[src/rtl/build_block_pkg.sv]
// Shared definitions for the byte-streaming block builder/disassembler pair.
// Holds the FSM state type and the common block geometry.
package build_block_pkg;

    localparam int BLOCK_BYTES = 16;
    localparam int BYTE_W      = 8;

    typedef enum logic [1:0] {
        IDLE,
        REQUEST,
        WAIT,
        DONE
    } state_e;

endpackage

[src/rtl/build_block_watchdog_counter.sv]
// Watchdog for one outstanding byte request.
// Ports: clk/rst, clear (zero count), enable (count one idle cycle),
// expired (this enabled cycle is the TIMEOUT_CYCLES-th in a row).
module watchdog_counter #(
    parameter int TIMEOUT_CYCLES = 64
) (
    input  logic clk,
    input  logic rst,
    input  logic clear,
    input  logic enable,
    output logic expired
);

    localparam int WD_W = $clog2(TIMEOUT_CYCLES + 1);
    localparam logic [WD_W-1:0] LIMIT = WD_W'(TIMEOUT_CYCLES - 1);

    logic [WD_W-1:0] count_q;
    logic [WD_W-1:0] count_d;

    always_comb begin
        count_d = count_q;
        if (clear) begin
            count_d = '0;
        end else if (enable) begin
            count_d = count_q + WD_W'(1);
        end
    end

    // Fires in the cycle that would bring the count up to TIMEOUT_CYCLES,
    // so the caller can register its abort on the same edge.
    assign expired = enable && !clear && (count_q == LIMIT);

    always_ff @(posedge clk or posedge rst) begin
        if (rst) begin
            count_q <= '0;
        end else begin
            count_q <= count_d;
        end
    end

endmodule

[src/rtl/build_block.sv]
// Receive side of the byte stream: requests bytes one at a time,
// packs them into block_out, and hands the block over on valid/ready.
// Ports: clk_in/rst_in, start, byte_in/byte_valid_in (source reply),
// request_out (byte request pulse), block_out/block_valid_out/
// block_ready_in (block handshake), busy_out, error_out (timeout pulse).
module build_block
    import build_block_pkg::*;
#(
    parameter int NUM_BYTES      = BLOCK_BYTES,
    parameter int TIMEOUT_CYCLES = 64
) (
    input  logic                              clk_in,
    input  logic                              rst_in,
    input  logic                              start,
    input  logic [BYTE_W-1:0]                 byte_in,
    input  logic                              byte_valid_in,
    output logic                              request_out,
    output logic [NUM_BYTES-1:0][BYTE_W-1:0]  block_out,
    output logic                              block_valid_out,
    input  logic                              block_ready_in,
    output logic                              busy_out,
    output logic                              error_out
);

    localparam int CNT_W = (NUM_BYTES > 1) ? $clog2(NUM_BYTES) : 1;
    localparam logic [CNT_W-1:0] LAST = CNT_W'(NUM_BYTES - 1);

    state_e                            state_q, state_d;
    logic [CNT_W-1:0]                  cnt_q, cnt_d;
    logic [NUM_BYTES-1:0][BYTE_W-1:0]  block_q, block_d;
    logic                              req_q, req_d;
    logic                              valid_q, valid_d;
    logic                              busy_q, busy_d;
    logic                              err_q, err_d;

    logic wd_clear;
    logic wd_enable;
    logic wd_expired;

    watchdog_counter #(
        .TIMEOUT_CYCLES(TIMEOUT_CYCLES)
    ) u_wd (
        .clk    (clk_in),
        .rst    (rst_in),
        .clear  (wd_clear),
        .enable (wd_enable),
        .expired(wd_expired)
    );

    // Output registers are loaded on the edge that enters the state
    // they belong to, so every output is a plain flop.
    always_comb begin
        state_d   = state_q;
        cnt_d     = cnt_q;
        block_d   = block_q;
        req_d     = 1'b0;
        valid_d   = 1'b0;
        busy_d    = busy_q;
        err_d     = 1'b0;
        wd_clear  = 1'b1;
        wd_enable = 1'b0;
        unique case (state_q)
            IDLE: begin
                cnt_d = '0;
                if (start) begin
                    state_d = REQUEST;
                    req_d   = 1'b1;
                    busy_d  = 1'b1;
                end
            end
            REQUEST: begin
                state_d = WAIT;
            end
            WAIT: begin
                wd_clear  = byte_valid_in;
                wd_enable = !byte_valid_in;
                // A byte arriving on the expiry cycle still counts.
                if (byte_valid_in) begin
                    block_d[cnt_q] = byte_in;
                    if (cnt_q == LAST) begin
                        state_d = DONE;
                        valid_d = 1'b1;
                    end else begin
                        cnt_d   = cnt_q + CNT_W'(1);
                        state_d = REQUEST;
                        req_d   = 1'b1;
                    end
                end else if (wd_expired) begin
                    state_d = IDLE;
                    err_d   = 1'b1;
                    busy_d  = 1'b0;
                end
            end
            DONE: begin
                valid_d = 1'b1;
                if (block_ready_in) begin
                    state_d = IDLE;
                    valid_d = 1'b0;
                    busy_d  = 1'b0;
                end
            end
            default: begin
                state_d = IDLE;
                busy_d  = 1'b0;
            end
        endcase
    end

    always_ff @(posedge clk_in or posedge rst_in) begin
        if (rst_in) begin
            state_q <= IDLE;
            cnt_q   <= '0;
            block_q <= '0;
            req_q   <= 1'b0;
            valid_q <= 1'b0;
            busy_q  <= 1'b0;
            err_q   <= 1'b0;
        end else begin
            state_q <= state_d;
            cnt_q   <= cnt_d;
            block_q <= block_d;
            req_q   <= req_d;
            valid_q <= valid_d;
            busy_q  <= busy_d;
            err_q   <= err_d;
        end
    end

    assign request_out     = req_q;
    assign block_out       = block_q;
    assign block_valid_out = valid_q;
    assign busy_out        = busy_q;
    assign error_out       = err_q;

endmodule
[config.mk]
export PLATFORM = sky130hd
export DESIGN_NAME = build_block
export DESIGN_NICKNAME = d
export VERILOG_FILES = /design/src/rtl/build_block_pkg.sv /design/src/rtl/build_block_watchdog_counter.sv /design/src/rtl/build_block.sv
export SDC_FILE = /design/constraint.sdc
export NUM_CORES = 1
export LEC_CHECK = 0
export BUFFER_PORTS_ARGS = -buffer_cell sky130_fd_sc_hd__buf_2
export CAP_MARGIN = 20
export CORE_MARGIN = 2
export CORE_UTILIZATION = 40
export CTS_CLUSTER_DIAMETER = 40
export DETAILED_ROUTE_END_ITERATION = 8
export PLACE_DENSITY_LB_ADDON = 0.08
export SETUP_SLACK_MARGIN = 0.3
export SLEW_MARGIN = 20
export SYNTH_ARGS = -nofsm -noshare
export SYNTH_HDL_FRONTEND = slang
export SYNTH_SLANG_ARGS = --single-unit
[constraint.sdc]
create_clock -name clk_in -period 6.8 [get_ports clk_in]
set_input_delay 1.36 -clock clk_in [delete_from_list [all_inputs] [get_ports clk_in]]
set_output_delay 1.36 -clock clk_in [all_outputs]
set_load 0.05 [all_outputs]
After elaboration in Yosys (flattened, before gate mapping)
Index checks and enable logic that the tools add are counted.
W data, S select, Z words.
{ "totals": {"input_bits": 13, "ff_bits": 145, "output_inout_bits": 132, "wordCells": 84} }
{ "op_classes": {"muxes": 32, "n_reduce_logical": 13, "n_eq_ne": 12, "magnitude_cmp": 2, "n_addsub": 2} }
{ "ops": {"columns": ["cell", "n"], "rows": [
  ["$bwmux W128", 1],
  ["$demux W8 S4", 1],
  ["$mux W1", 15],
  ["$mux W7", 2],
  ["$mux W2", 5],
  ["$ne A2 B2 Y1 const B", 5],
  ["$mux W4", 2],
  ["$mux W8", 1],
  ["$pmux W2 S4", 1],
  ["$pmux W4 S2", 1],
  ["$add A7 B1 Y7 const B", 1],
  ["$eq A7 B6 Y1 const B", 1],
  ["$reduce_and A3 Y1", 2],
  ["$lt A4 B5 Y1 const B", 1],
  ["$reduce_and A5 Y1", 1],
  ["$add A4 B1 Y4 const B", 1],
  ["$eq A2 B2 Y1 const B", 2],
  ["$eq A4 B4 Y1 const B", 1],
  ["$ge A4 B1 Y1 const B", 1],
  ["$pmux W1 S2", 2],
  ["$reduce_bool A2 Y1", 2],
  ["$logic_and A1 B1 Y1", 3],
  ["$ne A3 B2 Y1 const B", 1],
  ["$pmux W1 S3", 1],
  ["other kinds (6)", 7]
]} }

Longest topological paths before layout
{ "depth": {"word_depth": 8, "ltp_mapped": 5, "ltp_nobuf": 5} }

Modules after synthesis
Synthesis repeated with hierarchy kept, for this count alone.
{ "unflattened": {"cells_unflattened": 384, "hier_area_um2": 5844.4} }
{ "modules_own_cells": {"columns": ["mod", "n_inst", "area_per_inst_um2", "cells_each", "seq_area_each_um2"], "rows": [
  ["build_block", 1, 5516.5, 352, 3453.3],
  ["watchdog_counter", 1, 327.8, 32, 175.2]
]} }

Worst setup path after synthesis
Ideal clock, no wire load.
{ "synth_path": {"path_type": "input port to flip-flop", "from": "input byte_valid_in", "to": "register block_q (netlist bit block_out[80])", "setup_ps": 125, "n_path_buf": 1, "required_ps": 6675, "arrival_ps": 2355, "stages": 4, "slack_ps": 4320, "cell_sequence": "buf_2 -> nand4_1 -> nor3_4 -> mux2_2"} }
{ "synth_via": {"elab_chain_len": 1} }
{ "synth_rtl": {"columns": ["element", "line_no", "rtl"], "rows": [
  ["start: declaration", "build_block.sv:16", "input logic byte_valid_in,"],
  ["$reduce_and A2 Y1 (no line)", null, null],
  ["end signal: assignment", "build_block.sv:121", "block_q <= block_d;"],
  ["end: declaration", "build_block.sv:30", "logic [NUM_BYTES-1:0][BYTE_W-1:0] block_q, block_d;"]
]} }
No other way between the ends.
A chain may end at the register's enable or synchronous reset.

Worst setup path in the final report
{ "layout_path": {"from": "input byte_valid_in", "to": "register block_q (netlist bit block_out[94])"} }
Same word-level chain as after synthesis.

==> results by stage <==
Outcome:
- The flow ran to the end, and the final reports show no timing, DRC or antenna violations.

Global route:
- The aggregate global-route resource usage is a little under a fifth.
- The maximum number of pins on one net before global-route repair is 80.
- The via count of the first global-routing pass is about 3800.
- The total congestion overflow is 0.
- The first global-routing pass estimated roughly 22000 microns of wire.
- The initial antenna violation count is 0.

STA:
- The highest achievable clock rate is around 0.38 GHz.
- Setup repair after global routing left no endpoint under its margin.
- The count of final hold-check violations came to 0.
- The pin slew with the least headroom to its limit is approximately 800 ps.
- The final setup violation count is 0.
- The max-slew violation count came to 0.
- The final sum of negative setup slack is 0 ps.
- The largest clock skew in the final design is 5.34 ps.
- The worst path uses about two fifths of the clock period.
- The relative max-transition margin is a little under half.
- Setup slack closes at 4190 ps.
- The worst path needs 2610 ps of the cycle, external delays included.

Floorplanning:
- The floorplan step defined a core boundary enclosing 14400 sq um.
- The die span in y is 124 microns.
- The width of the die is 124 microns.
- The floorplan step defined a die boundary enclosing 15500 sq um.
- For this design the top-level I/O count stands at 145.
- The starting utilization of the core area is about two fifths.
- The row count is 44.

Synthesis:
- The netlist area before placement is 5800 sq um.
- The post-synthesis cell count is 376.
- When the netlist entered floorplanning its net count stood at 394.
- For this run, the register share of the synthesized area comes to 62.6%.
- After synthesis, the netlist uses 37 different library cells.
- In the synthesized netlist the dominant register cell turns out to be sky130_fd_sc_hd__dfrtp_1.
- The number of synthesized register bits is between 100 and 150.
- For this run, the number of Yosys warnings is 0.
- The post-synthesis async set-or-reset flop share is 100%.
- In this run, synthesis inferred 0 flip-flops with an integrated enable.
- A synthesized cell averages 15.4 sq um.

Drt:
- The total vias in the final route is 3642.
- The final antenna-violating net count is 0.
- In this run, the number of DRC markers left after iteration 0 of detailed routing was 180.
- In the final routed layout, each cell accounts on average for 18.8 microns.
- In the routed layout, each cell is associated on average with a via count of 5.07.
- In the routed design, unresolved DRC markers number 0.
- For this block, the routed nets add up to 13500 microns of wire.
- The first detailed-routing pass took 4 iterations.

Clock network:
- TritonCTS built the clock tree.
- The maximum clock insertion buffer count is 2.
- The CTS root buffer is sky130_fd_sc_hd__clkbuf_16.
- Gates resized during post-CTS repair numbered 0.
- The H-tree depth reported by CTS is 4.
- Clock-pin slew was measured on the worst setup and hold paths at 60 ps.
- For the worst-skew pair, the clock arrives at the later sink with an insertion delay of between 400 and 500 ps.
- The number of hold buffers added after cts is 0.
- Buffers inserted during clock tree synthesis total 17.
- The number of sinks handled by clock tree synthesis is 145.
- Once the clock tree was built, the setup fixing pass inserted 0 buffers.

Power:
- VDD sags by at most roughly 320 uV.
- The power per standard cell area is 340 nW/um^2.
- The leakage power figure is 3.87 nW.

Setup path:
- The cell depth of the worst flop-to-flop path is 3.
- The worst register-to-register path ends at block_out[49].
- Along the worst path, the maximum fanout reaches 15.
- The data arrival at the endpoint of the critical path is roughly 2900 ps.
- STA classifies the critical path endpoint as a register.
- At the worst endpoint, the required time is between 7000 and 8000 ps.
- The worst setup path is launched from an input port.
- The worst reg-to-reg setup slack is approximately 4400 ps.
- The worst setup path is of the input port to register kind.
- The startpoint identified for the worst register-to-register timing path is cnt_q[2].

Worst hold path:
- The worst min-delay path endpoint is u_wd.count_q[0].
- In this run the most critical hold path is launched from u_wd.count_q[0].
- The cell count of the worst hold path is 1.
- The worst min-delay path class is register to register.

Run:
- The max-cap violation count is 0.

Finish:
- Once layout is complete, the cells apart from fillers number around 700.
- The layout has 1240 filler cells.
- The repair_antennas step left the layout with diodes totalling 0.
- The post-route netlist has 59.1% of its cells at a drive strength greater than 1.
- The area growth from synthesis to layout is 24.4%.
- The net count of the finished layout is approximately 540.

Place:
- Port buffering added 144 buffers.
- Routability-driven placement finished with a final weighted congestion of 0.780.
- Summed over all nets, the half-perimeter wirelength after detailed placement is 9040 microns.
- The placed instance count is 689.
- Timing analysis after detailed placement gives a worst setup slack of 3730 ps.
[sequential cells by signal, indices dropped and copies added, names as in the netlist]
signal           count
state_q              2
request_out          1
cnt_q                4
busy_out             1
block_valid_out      1
block_out          128
u_wd.count_q         7
error_out            1
[cell type report]
cell class,count,area (sq um),share of cell area [%]
Clock buffer,23,458,6.35
Timing Repair Buffer,146,756,10.5
Clock inverter,6,37.5,0.520
Multi-Input combinational cell,210,2080,28.8
Sequential cell,145,3630,50.3
Inverter,5,23.8,0.330
Tap cell,184,230,3.19
[logic make-up (layout without fill, tap and decap cells)]
logic type | after synthesis | after routing | share of synthesized area, %
flops | 145 | 145 | 62.6
mux | 128 | 128 | 24.8
simple gates | 55 | 55 | 7.29
buf+inv | 21 | 180 | 1.57
compound gates | 19 | 19 | 2.20
fa+ha+maj | 5 | 5 | 1.08
xor+xnor | 3 | 3 | 0.453
[worst max-delay path: stages]
cell,delay (ps)
sky130_fd_sc_hd__buf_2,250
sky130_fd_sc_hd__nand4_1,250
sky130_fd_sc_hd__nor3_2,630
sky130_fd_sc_hd__mux2_2,410
[report_power, final]
part	internal [W]	switching, W	total, W
registers	0.000960	0.0000836	0.00104
logic	0.000159	0.000456	0.000615
clock network	0.000467	0.000329	0.000796
total	0.00159	0.000869	0.00245
[how the worst max path moves through the flow]
stage                        from             to  slack (ps)
global placement    byte_valid_in  block_out[91]        3760
CTS                 byte_valid_in  block_out[89]        4180
floorplan                  rst_in   block_out[0]        1550
global route        byte_valid_in  block_out[94]        4090
detailed placement  byte_valid_in  block_out[89]        3730
finish              byte_valid_in  block_out[94]        4190
[Yosys cell counts, drive strengths merged (2+ instances only)]
cell type | count | area [sq um]
clkbuf | 10 | 37.5
mux2 | 128 | 1440
xor2 | 2 | 17.5
o22ai | 2 | 12.5
and2 | 2 | 12.5
dfrtp | 145 | 3630
buf | 6 | 35.0
nand3 | 4 | 20.0
ha | 5 | 62.6
inv | 5 | 18.8
nor3 | 10 | 134
o21ai | 4 | 20.0
nor2 | 10 | 42.5
nor2b | 2 | 12.5
a21oi | 5 | 25.0
nand4 | 7 | 68.8
or3 | 2 | 12.5
nand2b | 2 | 12.5
nand2 | 10 | 37.5
nor4 | 4 | 55.1
[per-stage QoR]
step | power [W] | hold slack (ps) | cell area, sq um | utilization, %
after global routing | 0.00257 | 493 | 7210 | 50.2
after global placement | 0.00167 | 445 | 6690 | 46.6
after detailed placement | 0.00168 | 455 | 6690 | 46.6
after floorplan | 0.00152 | 431 | 5800 | -
after CTS | 0.00248 | 464 | 7190 | 50.0
final | 0.00245 | 464 | 7210 | 50.2
[metal layers]
layer / routed length, microns / track usage [%] / vias to the layer above
met5: 0 / 0 / -
met4: 221 / 5.42 / 0
li1: - / - / 1631
met2: 6460 / 28.3 / 101
met1: 5900 / 24.9 / 1893
met3: 909 / 7.60 / 17
[cell usage in the layout, fill, tap and decap left out, drive strengths merged, types with 3 or more instances in the layout]
cell type,n
ha,5
nand3,4
nor3,10
a21oi,5
mux2,128
buf,146
nor2,10
nand2,10
clkinvlp,3
nor4,4
nand4,7
clkbuf,23
dfrtp,145
o21ai,4
inv,5
clkinv,3
Note: power is estimated with default switching activity, not from simulation.
